--- src/rtl/pico9_io_sched_if.sv ---
// pico9_io_sched_if: tagged 9-bit valid/ready stream pair between the I/O scheduler and its link.
// master = scheduler side (drives tx words, accepts rx words); slave = link peer.
interface pico9_io_sched_if;
    logic       tx_valid;
    logic       tx_ready;
    logic [8:0] tx_data;
    logic [1:0] tx_ch;
    logic       rx_valid;
    logic       rx_ready;
    logic [8:0] rx_data;
    logic [1:0] rx_ch;

    modport master (
        output tx_valid, tx_data, tx_ch, rx_ready,
        input  tx_ready, rx_valid, rx_data, rx_ch
    );

    modport slave (
        input  tx_valid, tx_data, tx_ch, rx_ready,
        output tx_ready, rx_valid, rx_data, rx_ch
    );
endinterface

--- src/rtl/pico9_io_sched.sv ---
// pico9_io_sched: pico9 CPU port strobes <-> shared tagged stream, per-channel TX/RX FIFOs,
// round-robin TX arbiter. Define PICO9_IO_SCHED_IRQ_EN for the masked RX-not-empty interrupt.
module pico9_io_sched #(
    parameter int unsigned CH         = 2,
    parameter int unsigned DEPTH_LOG2 = 2
) (
    input  logic             clk,
    input  logic             reset_n,
    input  logic [2:0]       port,
    input  logic             iord,
    input  logic             iowr,
    input  logic [8:0]       cpu_wdata,
    output logic [8:0]       cpu_rdata,
`ifdef PICO9_IO_SCHED_IRQ_EN
    output logic             irq,
`endif
    pico9_io_sched_if.master link
);

    localparam int unsigned DEPTH   = 1 << DEPTH_LOG2;
    localparam int unsigned PW      = DEPTH_LOG2;
    localparam int unsigned CW      = DEPTH_LOG2 + 1;
    localparam logic [3:0]  CH_MASK = 4'((1 << CH) - 1);

    // Per-channel state is sized for the 4-channel maximum; channels >= CH never push or pop.
    logic [8:0]    tx_mem_q [4][DEPTH];
    logic [8:0]    rx_mem_q [4][DEPTH];
    logic [PW-1:0] tx_wp_q [4];
    logic [PW-1:0] tx_rp_q [4];
    logic [PW-1:0] rx_wp_q [4];
    logic [PW-1:0] rx_rp_q [4];
    logic [CW-1:0] tx_cnt_q [4];
    logic [CW-1:0] rx_cnt_q [4];

    logic [3:0] tx_full, tx_empty, rx_full, rx_empty;
    logic [3:0] tx_push, tx_pop, rx_push, rx_pop;

    logic       tx_valid_q, tx_valid_d;
    logic [8:0] tx_data_q, tx_data_d;
    logic [1:0] tx_ch_q, tx_ch_d;
    logic [1:0] rr_q, rr_d;
    logic       ovf_q, udf_q, badch_q;
    logic       ovf_d, udf_d, badch_d;

    logic [1:0] cpu_ch;
    logic       cpu_ch_ok, rx_ch_ok, ctrl_wr, flush, err_rd;
    logic       tx_load, grant_found;
    logic [1:0] grant_ch;
    logic [2:0] scan_idx;

    assign cpu_ch    = port[1:0];
    assign cpu_ch_ok = {29'd0, port} < CH;
    assign rx_ch_ok  = {30'd0, link.rx_ch} < CH;
    assign ctrl_wr   = iowr & (port == 3'd7);
    assign flush     = ctrl_wr & cpu_wdata[8];
    assign err_rd    = iord & (port == 3'd6);

    always_comb begin
        for (int k = 0; k < 4; k++) begin
            tx_full[k]  = tx_cnt_q[k] == CW'(DEPTH);
            tx_empty[k] = tx_cnt_q[k] == '0;
            rx_full[k]  = rx_cnt_q[k] == CW'(DEPTH);
            rx_empty[k] = rx_cnt_q[k] == '0;
        end
    end

    always_comb begin
        for (int k = 0; k < 4; k++) begin
            tx_push[k] = iowr & cpu_ch_ok & (cpu_ch == 2'(k)) & ~tx_full[k];
            rx_pop[k]  = iord & cpu_ch_ok & (cpu_ch == 2'(k)) & ~rx_empty[k];
            rx_push[k] = link.rx_valid & rx_ch_ok & (link.rx_ch == 2'(k)) & ~rx_full[k];
        end
    end

    assign link.rx_ready = rx_ch_ok ? ~rx_full[link.rx_ch] : 1'b1;

    // Round-robin scan starting at rr_q; sees FIFO state before this edge's CPU push.
    always_comb begin
        grant_found = 1'b0;
        grant_ch    = 2'd0;
        scan_idx    = 3'd0;
        for (int i = 0; i < int'(CH); i++) begin
            scan_idx = {1'b0, rr_q} + 3'(i);
            if (scan_idx >= 3'(CH)) begin
                scan_idx = scan_idx - 3'(CH);
            end
            if (!grant_found && !tx_empty[scan_idx[1:0]]) begin
                grant_found = 1'b1;
                grant_ch    = scan_idx[1:0];
            end
        end
    end

    always_comb begin
        tx_load    = ~tx_valid_q | link.tx_ready;
        tx_pop     = '0;
        tx_valid_d = tx_valid_q;
        tx_data_d  = tx_data_q;
        tx_ch_d    = tx_ch_q;
        rr_d       = rr_q;
        if (tx_load) begin
            tx_valid_d = grant_found;
            if (grant_found) begin
                tx_pop[grant_ch] = 1'b1;
                tx_data_d        = tx_mem_q[grant_ch][tx_rp_q[grant_ch]];
                tx_ch_d          = grant_ch;
                rr_d             = (32'(grant_ch) + 32'd1 >= CH) ? 2'd0 : grant_ch + 2'd1;
            end
        end
    end

    // A set event in the same cycle as the clearing read keeps the flag high.
    always_comb begin
        ovf_d   = (iowr & cpu_ch_ok & tx_full[cpu_ch]) | (ovf_q & ~err_rd);
        udf_d   = (iord & cpu_ch_ok & rx_empty[cpu_ch]) | (udf_q & ~err_rd);
        badch_d = (link.rx_valid & ~rx_ch_ok) | (badch_q & ~err_rd);
    end

    always_comb begin
        cpu_rdata = '0;
        if (cpu_ch_ok) begin
            if (!rx_empty[cpu_ch]) begin
                cpu_rdata = rx_mem_q[cpu_ch][rx_rp_q[cpu_ch]];
            end
        end else if (port == 3'd6) begin
            cpu_rdata = {6'd0, badch_q, udf_q, ovf_q};
        end else if (port == 3'd7) begin
            cpu_rdata = {tx_valid_q, tx_full & CH_MASK, ~rx_empty & CH_MASK};
        end
    end

    always_ff @(posedge clk or negedge reset_n) begin
        if (!reset_n) begin
            tx_valid_q <= 1'b0;
            tx_data_q  <= '0;
            tx_ch_q    <= '0;
            rr_q       <= '0;
            ovf_q      <= 1'b0;
            udf_q      <= 1'b0;
            badch_q    <= 1'b0;
            for (int k = 0; k < 4; k++) begin
                tx_wp_q[k]  <= '0;
                tx_rp_q[k]  <= '0;
                tx_cnt_q[k] <= '0;
                rx_wp_q[k]  <= '0;
                rx_rp_q[k]  <= '0;
                rx_cnt_q[k] <= '0;
            end
        end else begin
            tx_valid_q <= tx_valid_d;
            tx_data_q  <= tx_data_d;
            tx_ch_q    <= tx_ch_d;
            rr_q       <= rr_d;
            ovf_q      <= ovf_d;
            udf_q      <= udf_d;
            badch_q    <= badch_d;
            for (int k = 0; k < 4; k++) begin
                if (flush) begin
                    tx_wp_q[k]  <= '0;
                    tx_rp_q[k]  <= '0;
                    tx_cnt_q[k] <= '0;
                    rx_wp_q[k]  <= '0;
                    rx_rp_q[k]  <= '0;
                    rx_cnt_q[k] <= '0;
                end else begin
                    if (tx_push[k]) tx_wp_q[k] <= tx_wp_q[k] + PW'(1);
                    if (tx_pop[k])  tx_rp_q[k] <= tx_rp_q[k] + PW'(1);
                    if (rx_push[k]) rx_wp_q[k] <= rx_wp_q[k] + PW'(1);
                    if (rx_pop[k])  rx_rp_q[k] <= rx_rp_q[k] + PW'(1);
                    tx_cnt_q[k] <= tx_cnt_q[k] + CW'(tx_push[k]) - CW'(tx_pop[k]);
                    rx_cnt_q[k] <= rx_cnt_q[k] + CW'(rx_push[k]) - CW'(rx_pop[k]);
                end
            end
        end
    end

    // Storage needs no reset: pointers and counts define what is valid.
    always_ff @(posedge clk) begin
        for (int k = 0; k < 4; k++) begin
            if (tx_push[k]) tx_mem_q[k][tx_wp_q[k]] <= cpu_wdata;
            if (rx_push[k]) rx_mem_q[k][rx_wp_q[k]] <= link.rx_data;
        end
    end

    assign link.tx_valid = tx_valid_q;
    assign link.tx_data  = tx_data_q;
    assign link.tx_ch    = tx_ch_q;

`ifdef PICO9_IO_SCHED_IRQ_EN
    logic [3:0] mask_q;
    logic       irq_q;
    logic       unused_wdata;

    always_ff @(posedge clk or negedge reset_n) begin
        if (!reset_n) begin
            mask_q <= '0;
            irq_q  <= 1'b0;
        end else begin
            if (ctrl_wr) mask_q <= cpu_wdata[3:0];
            irq_q <= |(~rx_empty & mask_q);
        end
    end

    assign irq          = irq_q;
    assign unused_wdata = ^cpu_wdata[7:4];
`else
    logic unused_wdata;
    assign unused_wdata = ^cpu_wdata[7:0];
`endif

endmodule

--- src/flat_wrapper.sv ---
// flat-port wrapper written by rule: the top's interface ports become plain ports
module pico9_io_sched_flat 
#(
    parameter int unsigned CH         = 2,
    parameter int unsigned DEPTH_LOG2 = 2
)
  (clk, reset_n, port, iord, iowr, cpu_wdata, cpu_rdata, link_tx_valid, link_tx_data, link_tx_ch, link_rx_ready, link_tx_ready, link_rx_valid, link_rx_data, link_rx_ch);
  pico9_io_sched_if link_i ();
  input  logic clk;
  input  logic reset_n;
  input  logic [2:0] port;
  input  logic iord;
  input  logic iowr;
  input  logic [8:0] cpu_wdata;
  output logic [8:0] cpu_rdata;
  output wire logic [$bits(link_i.tx_valid)-1:0] link_tx_valid;
  output wire logic [$bits(link_i.tx_data)-1:0] link_tx_data;
  output wire logic [$bits(link_i.tx_ch)-1:0] link_tx_ch;
  output wire logic [$bits(link_i.rx_ready)-1:0] link_rx_ready;
  input wire logic [$bits(link_i.tx_ready)-1:0] link_tx_ready;
  input wire logic [$bits(link_i.rx_valid)-1:0] link_rx_valid;
  input wire logic [$bits(link_i.rx_data)-1:0] link_rx_data;
  input wire logic [$bits(link_i.rx_ch)-1:0] link_rx_ch;
  assign link_tx_valid = link_i.tx_valid;
  assign link_tx_data = link_i.tx_data;
  assign link_tx_ch = link_i.tx_ch;
  assign link_rx_ready = link_i.rx_ready;
  assign link_i.tx_ready = link_tx_ready;
  assign link_i.rx_valid = link_rx_valid;
  assign link_i.rx_data = link_rx_data;
  assign link_i.rx_ch = link_rx_ch;
  pico9_io_sched #(.CH(CH), .DEPTH_LOG2(DEPTH_LOG2)) u_core (.clk(clk), .reset_n(reset_n), .port(port), .iord(iord), .iowr(iowr), .cpu_wdata(cpu_wdata), .cpu_rdata(cpu_rdata), .link(link_i));
endmodule
--- config.mk ---
export PLATFORM = sky130hd
export DESIGN_NAME = pico9_io_sched_flat
export DESIGN_NICKNAME = d
export VERILOG_FILES = /design/src/rtl/pico9_io_sched_if.sv /design/src/rtl/pico9_io_sched.sv /design/src/flat_wrapper.sv
export SDC_FILE = /design/constraint.sdc
export NUM_CORES = 1
export LEC_CHECK = 0
export ABC_AREA = 1
export CAP_MARGIN = 15
export CORE_ASPECT_RATIO = 0.7
export CORE_UTILIZATION = 47
export DETAILED_ROUTE_END_ITERATION = 12
export GPL_ROUTABILITY_DRIVEN = 1
export PLACE_DENSITY = 0.68
export SYNTH_ARGS = -nofsm -noshare
export SYNTH_HDL_FRONTEND = slang
export SYNTH_SLANG_ARGS = --single-unit
--- constraint.sdc ---
create_clock -name clk -period 5.42 [get_ports clk]
set_input_delay 0.542 -clock clk [delete_from_list [all_inputs] [get_ports clk]]
set_output_delay 0.542 -clock clk [all_outputs]
set_load 0.01 [all_outputs]
# Word-level counts from Yosys, hierarchy flattened
# Memory sizes are Yosys's and may differ from the RTL's.
# Index checks and enable logic that the tools add are counted.
# Widths: inputs -> output; s select.
# word_totals
output_inout_bits	22
wordCells	358
in_bits	29
mem_bits_rw	288
mem_count	2
reg_bits	73
# op_classes
n_eq_ne	16
reduce_logical	44
muxes	128
n_addsub	37
n_lt_le_gt_ge	31
bitwise_logic	69
# memory_table
memory	depth	word_bits	rd	rd_clocked_by_memory_dff	wr	line_no	rtl
u_core.rx_mem_q	4	36	1	0	1	pico9_io_sched.sv:27	logic [8:0] rx_mem_q [4][DEPTH];
u_core.tx_mem_q	4	36	1	0	1	pico9_io_sched.sv:26	logic [8:0] tx_mem_q [4][DEPTH];
# ops
operator	count
$mux 36	20
$reduce_or 36->1	6
$demux 9 s2	8
$mux 9	16
$mux 2	47
$and 1x1->1	36
$bmux 9 s2	2
$ge 3x3->1 const B	12
$not 2->3	12
$add 2x1->2 const B	17
$ge 32x2->1 const B	1
$reduce_bool 2->1	16
$eq 3x3->1 const B	10
$add 3x1->3	8
$logic_not 3->1	8
$lt 3x1->1 const B	8
$mux 3	8
$sub 3x1->3	8
$mux 1	17
$not 1->1	16
$lt 2x3->1 const B	5
$bmux 1 s2	5
$logic_and 1x1->1	10
$bmux 2 s2	2
other kinds (16)	27

# Logic depth before layout (Yosys ltp)
# logic_depth
ltp_word	16
mapped_depth	19
ltp_nobuf	16

# Worst setup path before layout
# No wires, ideal clock.
# synth_path
path_kind	reg2reg
startpoint	register u_core.tx_cnt_q[7] (netlist name)
endpoint	register u_core.tx_cnt_q[8] (netlist name)
path_slack_ps	2877
path_stages_with_launch	18
period_less_slack_ps	2543
setup_ps	121
path_buffers	2
t_arrival_ps	2422
path_cell_list	dfrtp_1 > nor2_2 > nand3_1 > nand2_2 > inv_2 > nand2_2 > nand2_4 > buf_6 > buf_6 > nand2_1 > inv_1 > ha_1 > inv_1 > ha_1 > inv_1 > fa_1 > xor2_1 > nor2_1
# synth_between
elab_chain_len	14
# synth_lines
element	line_no	rtl
from (decl)	pico9_io_sched.sv:32	logic [CW-1:0] tx_cnt_q [4];
from (signal, indexed assignment)	pico9_io_sched.sv:170	tx_cnt_q[k] <= tx_cnt_q[k] + CW'(tx_push[k]) - CW'(tx_pop[k]);
$logic_not 3->1	pico9_io_sched.sv:61	tx_empty[k] = tx_cnt_q[k] == '0;
$bmux 1 s2	pico9_io_sched.sv:87	if (!grant_found && !tx_empty[scan_idx[1:0]]) begin
$mux 1 (not written as such)	pico9_io_sched.sv:87	
$logic_not 1->1	pico9_io_sched.sv:87	
$logic_and 1x1->1	pico9_io_sched.sv:87	
$mux 2	pico9_io_sched.sv:87	
$lt 2x3->1 (not written as such) or $ge 2x1->1 (tied branches)	pico9_io_sched.sv:104	tx_pop[grant_ch] = 1'b1;
$logic_and 1x1->1 (not written as such)	pico9_io_sched.sv:104	
$mux 1 (not written as such)	pico9_io_sched.sv:104	
$demux 1 s2	--	
$mux 4	pico9_io_sched.sv:103	if (grant_found) begin
$mux 4	pico9_io_sched.sv:101	if (tx_load) begin
$sub 3x1->3 (*)	pico9_io_sched.sv:170	
$mux 3 (*)	pico9_io_sched.sv:158	if (flush) begin
# Mark *: on every way between the ends. The rest lies on a longest branch, timed or not. The select of a mux whose other input is x is not followed.
# A chain may end at the register's enable or synchronous reset.

# Worst setup path in the final report
# layout_path
startpoint	input port[0]
endpoint	output cpu_rdata[2]
# layout_between
elab_chain_len	10
# layout_lines
element	line_no	rtl
from (decl)	flat_wrapper.sv:11	input logic [2:0] port;
$not 2->3 (not written as such)	pico9_io_sched.sv:123	cpu_rdata = rx_mem_q[cpu_ch][rx_rp_q[cpu_ch]];
$bmux 2 s2	pico9_io_sched.sv:123	
$mux 2 (not written as such) (2 in series)	pico9_io_sched.sv:123	
$not 2->3 (not written as such)	pico9_io_sched.sv:123	
$bmux 9 s2	pico9_io_sched.sv:123	
$mux 9 (not written as such) (2 in series)	pico9_io_sched.sv:123	
$mux 9	pico9_io_sched.sv:122	if (!rx_empty[cpu_ch]) begin
$mux 9 (*)	pico9_io_sched.sv:121	if (cpu_ch_ok) begin
to (decl)	flat_wrapper.sv:15	output logic [8:0] cpu_rdata;
# Marked as above.

==> summary.md <==
| Metric | Value |
|---|---|
| Unique masters post-synth | `45` |
| CP most frequent cell | `nand2_1` |
| Final net count | `1451` |
| XOR/XNOR share of the synthesized area | `1.212%` |
| Post-route minimum period | `4.437 ns` |
| Setup-failing EPs final | `0` |
| GRT overflow | `0` |
| Die X | `206.3 um` |
| Max Slew Vio Count | `0` |
| DRT antenna net count | `0` |
| P_leak | `6.688 nW` |
| Core ar. | `28270 sq um` |
| Synth warn | `0` |
| MaxCap Viol Count | `0` |
| RSZ-0062 raised after global routing | `no` |
| Starting DRT DRC Count | `761` |
| Crit-path slowest cell | `clkdlybuf4s50_1` |
| Met2 usage | `29.26%` |
| Final Cycle Share | `81.86%` |
| Clock sinks | `315` |
| FMAX | `225.4 MHz` |
| Total Routing Usage GR | `20.60%` |
| Total Wirelength | `30070 um` |
| Via Count | `8923` |
| Main combinational cell family by area after synthesis | `simple AND/OR/NAND/NOR gates` |
| Top cell family by delay on the critical path | `buffers and inverters` |
| HPWL after detailed placement | `19120 um` |
| Port bufs | `50` |
| Pwr Density | `474.4 nW/um^2` |
| Routing usage on met3 | `4.403%` |
| Worst-path clk slew | `0.06 ns` |
| Clock latency at the later pin of the worst-skew pair | `0.56 ns` |
| GR Util met1 | `32.25%` |
| Post-Synthesis Cells | `1216` |
| TritonCTS clock tree | `done` |
| Crit path cell chain | `clkdlybuf4s50_1 -> nand2_1 -> inv_2 -> nand2_1 -> nand2_1 -> a21oi_1 -> o21ai_2 -> inv_2 -> nand2_1 -> nand3_1 -> a21oi_1 -> o21bai_1 -> clkdlybuf4s50_1` |
| Post-layout util | `56.34%` |
| Io pins | `51` |
| Clock Skew | `0.008623 ns` |
| Diode count | `0` |
| Routability cong. | `0.9081` |
| Post-Synth Simple-Gate Area | `17.88%` |
| H-tree levels | `1` |
| Post-synthesis mux area share | `0%` |
| Setup TNS | `0 ns` |
| Synth Area in Compound Gates | `4.355%` |
| Area delta synth->final | `15.98%` |
| Commonest non-fill, non-tap cells in the layout | `292 x nand2_1, 252 x edfxtp_1, 141 x nor2_1, 135 x inv_1, 115 x conb_1` |
| Critical path data arrival time | `3.90 ns` |
| Status | `finished, violations left` |
| CP endpoint kind | `output port` |
| Register area share after synthesis | `66.58%` |
| DRC viols | `6` |
| VDD IR max | `337.4 uV` |
| Worst-case clock buffer depth | `3` |
| Wirelength per Cell | `16.92 um` |
| Post-synth EDFFs | `252` |
| Worst Setup Start Kind | `primary input` |
| CP peak stage delay | `0.56 ns` |
| Slew @ Worst Pin | `1.181 ns` |
| Critical-path maximum fanout | `38` |
| Height of the chip | `145.0 um` |
| Most used DFF post-synth | `edfxtp_1` |
| Largest net degree at the start of global routing | `64` |
| Synth Register Bits | `315` |
| Initial Util | `48.58%` |
| WS Path Type | `primary input to output port` |
| Commonest non-fill, non-tap cell in the layout | `nand2_1` |
| FFs w/ async S/R, synth | `20.00%` |
| Post-CTS setup buffers | `0` |
| Site Rows | `51` |
| Share of cells above drive strength 1 | `7.112%` |
| Worst hold path class | `primary input to async pin` |
| Die Area | `29920 sq um` |
| Mapped cell area | `13730 sq um` |
| Relative slew slack | `20.99%` |
| Avg Vias per Cell | `5.021` |
| Vias in the first global route | `8424` |
| Root Driver | `clkbuf_16` |
| Violated checks | `DRC` |
| Num CTS Buffers | `30` |
| Worst Path Buf+Inv | `4` |
| Post-Syn Area per Cell | `11.29 sq um` |
| DR pass1 iterations | `9` |
| Area share of fa/ha/maj cells after synthesis | `4.082%` |
| Global-route wire length before repair | `47020 um` |
| Hold Buf Count CTS | `0` |
| Initial antenna violation count | `0` |
| CP Data Required Time | `4.88 ns` |
| Hold Vio Cnt, Final | `0` |
| GR peak layer | `met1` |
| # resized after CTS | `0` |
synthesized netlist by cell type, types with 2 or more instances:
cell	n	area share, %
o21ai_2	2	0.13
nor3_1	7	0.26
xor2_1	7	0.45
a211oi_1	2	0.11
nand3_1	43	1.6
buf_6	5	0.41
nor2_1	143	3.9
nand4_1	53	2.4
buf_4	5	0.27
o21ai_0	10	0.36
o22ai_1	4	0.18
buf_1	3	0.082
xnor2_1	12	0.77
inv_1	135	3.7
nand3_4	3	0.38
nand2_1	292	8.0
nor2_2	5	0.23
o21ai_1	2	0.073
o221ai_1	2	0.13
fa_1	8	1.2
o21bai_1	5	0.27
clkbuf_1	13	0.36
a21oi_1	17	0.62
edfxtp_1	252	55
nand2_2	8	0.36
ha_1	32	2.9
buf_2	21	0.77
dfrtp_1	63	11
a22oi_1	12	0.66
inv_2	9	0.25
nand3_2	2	0.15
a221oi_1	24	1.5
o31ai_1	3	0.16
metrics by stage:
stage / area, sq um / power [mW] / hold slack (ns) / instances / setup WS, ns
6_report: 15930 / 7.556 / 0.1461 / 1777 / 0.9829
5_1_grt: 15930 / 8.046 / 0.2192 / 1777 / 0.7606
4_1_cts: 15920 / 7.592 / 0.1716 / 1776 / 1.039
3_5_place_dp: 14990 / 5.594 / 0.4647 / 1720 / 1.048
3_3_place_gp: 14990 / 5.529 / 0.4564 / 1720 / 1.076
2_1_floorplan: 14160 / 4.920 / 0.2464 / 1330 / 2.877
worst register-to-register path: stages (launching register included):
cell	delay, ns
dfrtp_1	0.78
buf_4	0.48
inv_4	0.10
nand3_2	0.09
nand2_2	0.10
nand3b_2	0.17
nand3_4	0.40
nor2_2	0.36
ha_1	0.28
inv_1	0.06
ha_1	0.12
inv_1	0.05
fa_1	0.37
xor2_1	0.16
nor2_1	0.05
where the power goes:
| part | leakage (nW) | total [mW] | switching, mW | internal [mW] |
|---|---|---|---|---|
| Combinational | 3.12 | 2.40 | 1.59 | 0.817 |
| Clock | 0.454 | 2.00 | 0.879 | 1.12 |
| Sequential | 3.11 | 3.16 | 0.207 | 2.95 |
| Total | 6.69 | 7.56 | 2.67 | 4.88 |
flip-flops by register name, summed over array words and instances (netlist names):
name                  cells
u_core.rx_mem_q         144
u_core.tx_mem_q         108
u_core.rx_cnt_q          12
u_core.tx_cnt_q          12
u_core.link.tx_data       9
u_core.rx_rp_q            8
u_core.tx_rp_q            6
u_core.rx_wp_q            4
u_core.tx_wp_q            4
u_core.link.tx_ch         2
u_core.rr_q               2
u_core.badch_q            1
u_core.link.tx_valid      1
u_core.ovf_q              1
u_core.udf_q              1
kinds of logic (layout without fill, tap and decap cells):
logic type | count (synthesis) | count (layout)
flops | 315 | 315
xor+xnor | 19 | 19
fa+ha+maj | 40 | 40
other cells | 1 | 115
buf+inv | 192 | 268
compound gates | 85 | 85
simple gates | 564 | 564
metal layers:
layer	part of all wire [%]	vias up
met5	0	-
met4	1.9	0
met3	7.9	42
met2	42	289
met1	48	4273
li1	-	4319
final cells by class:
class	count	area (sq um)
Multi-Input combinational cell	823	4217
Fill cell	2361	12340
Inverter	145	546.8
Clock buffer	47	885.9
Clock inverter	9	47.55
Tap cell	371	464.2
Timing Repair Buffer	67	623.1
Sequential cell	315	9144
path summary, 6_finish.rpt:
| check | depth (start not counted) | slack, ns | to | startpoint |
|---|---|---|---|---|
| hold reg to reg | 2 | 0.48 | u_core.link.tx_ch[1] | u_core.link.tx_ch[1] |
| hold / removal | 2 | 0.15 | u_core.tx_cnt_q[2] | reset_n |
| setup / recovery | 13 | 0.98 | cpu_rdata[2] | port[0] |
| max in group asynchronous | 2 | 4.71 | u_core.badch_q | reset_n |
| min in group clk | 2 | 0.48 | u_core.link.tx_ch[1] | u_core.link.tx_ch[1] |
| setup reg to reg | 14 | 1.72 | u_core.tx_cnt_q[11] | u_core.rr_q[0] |
Note: power is estimated with default switching activity, not from simulation.
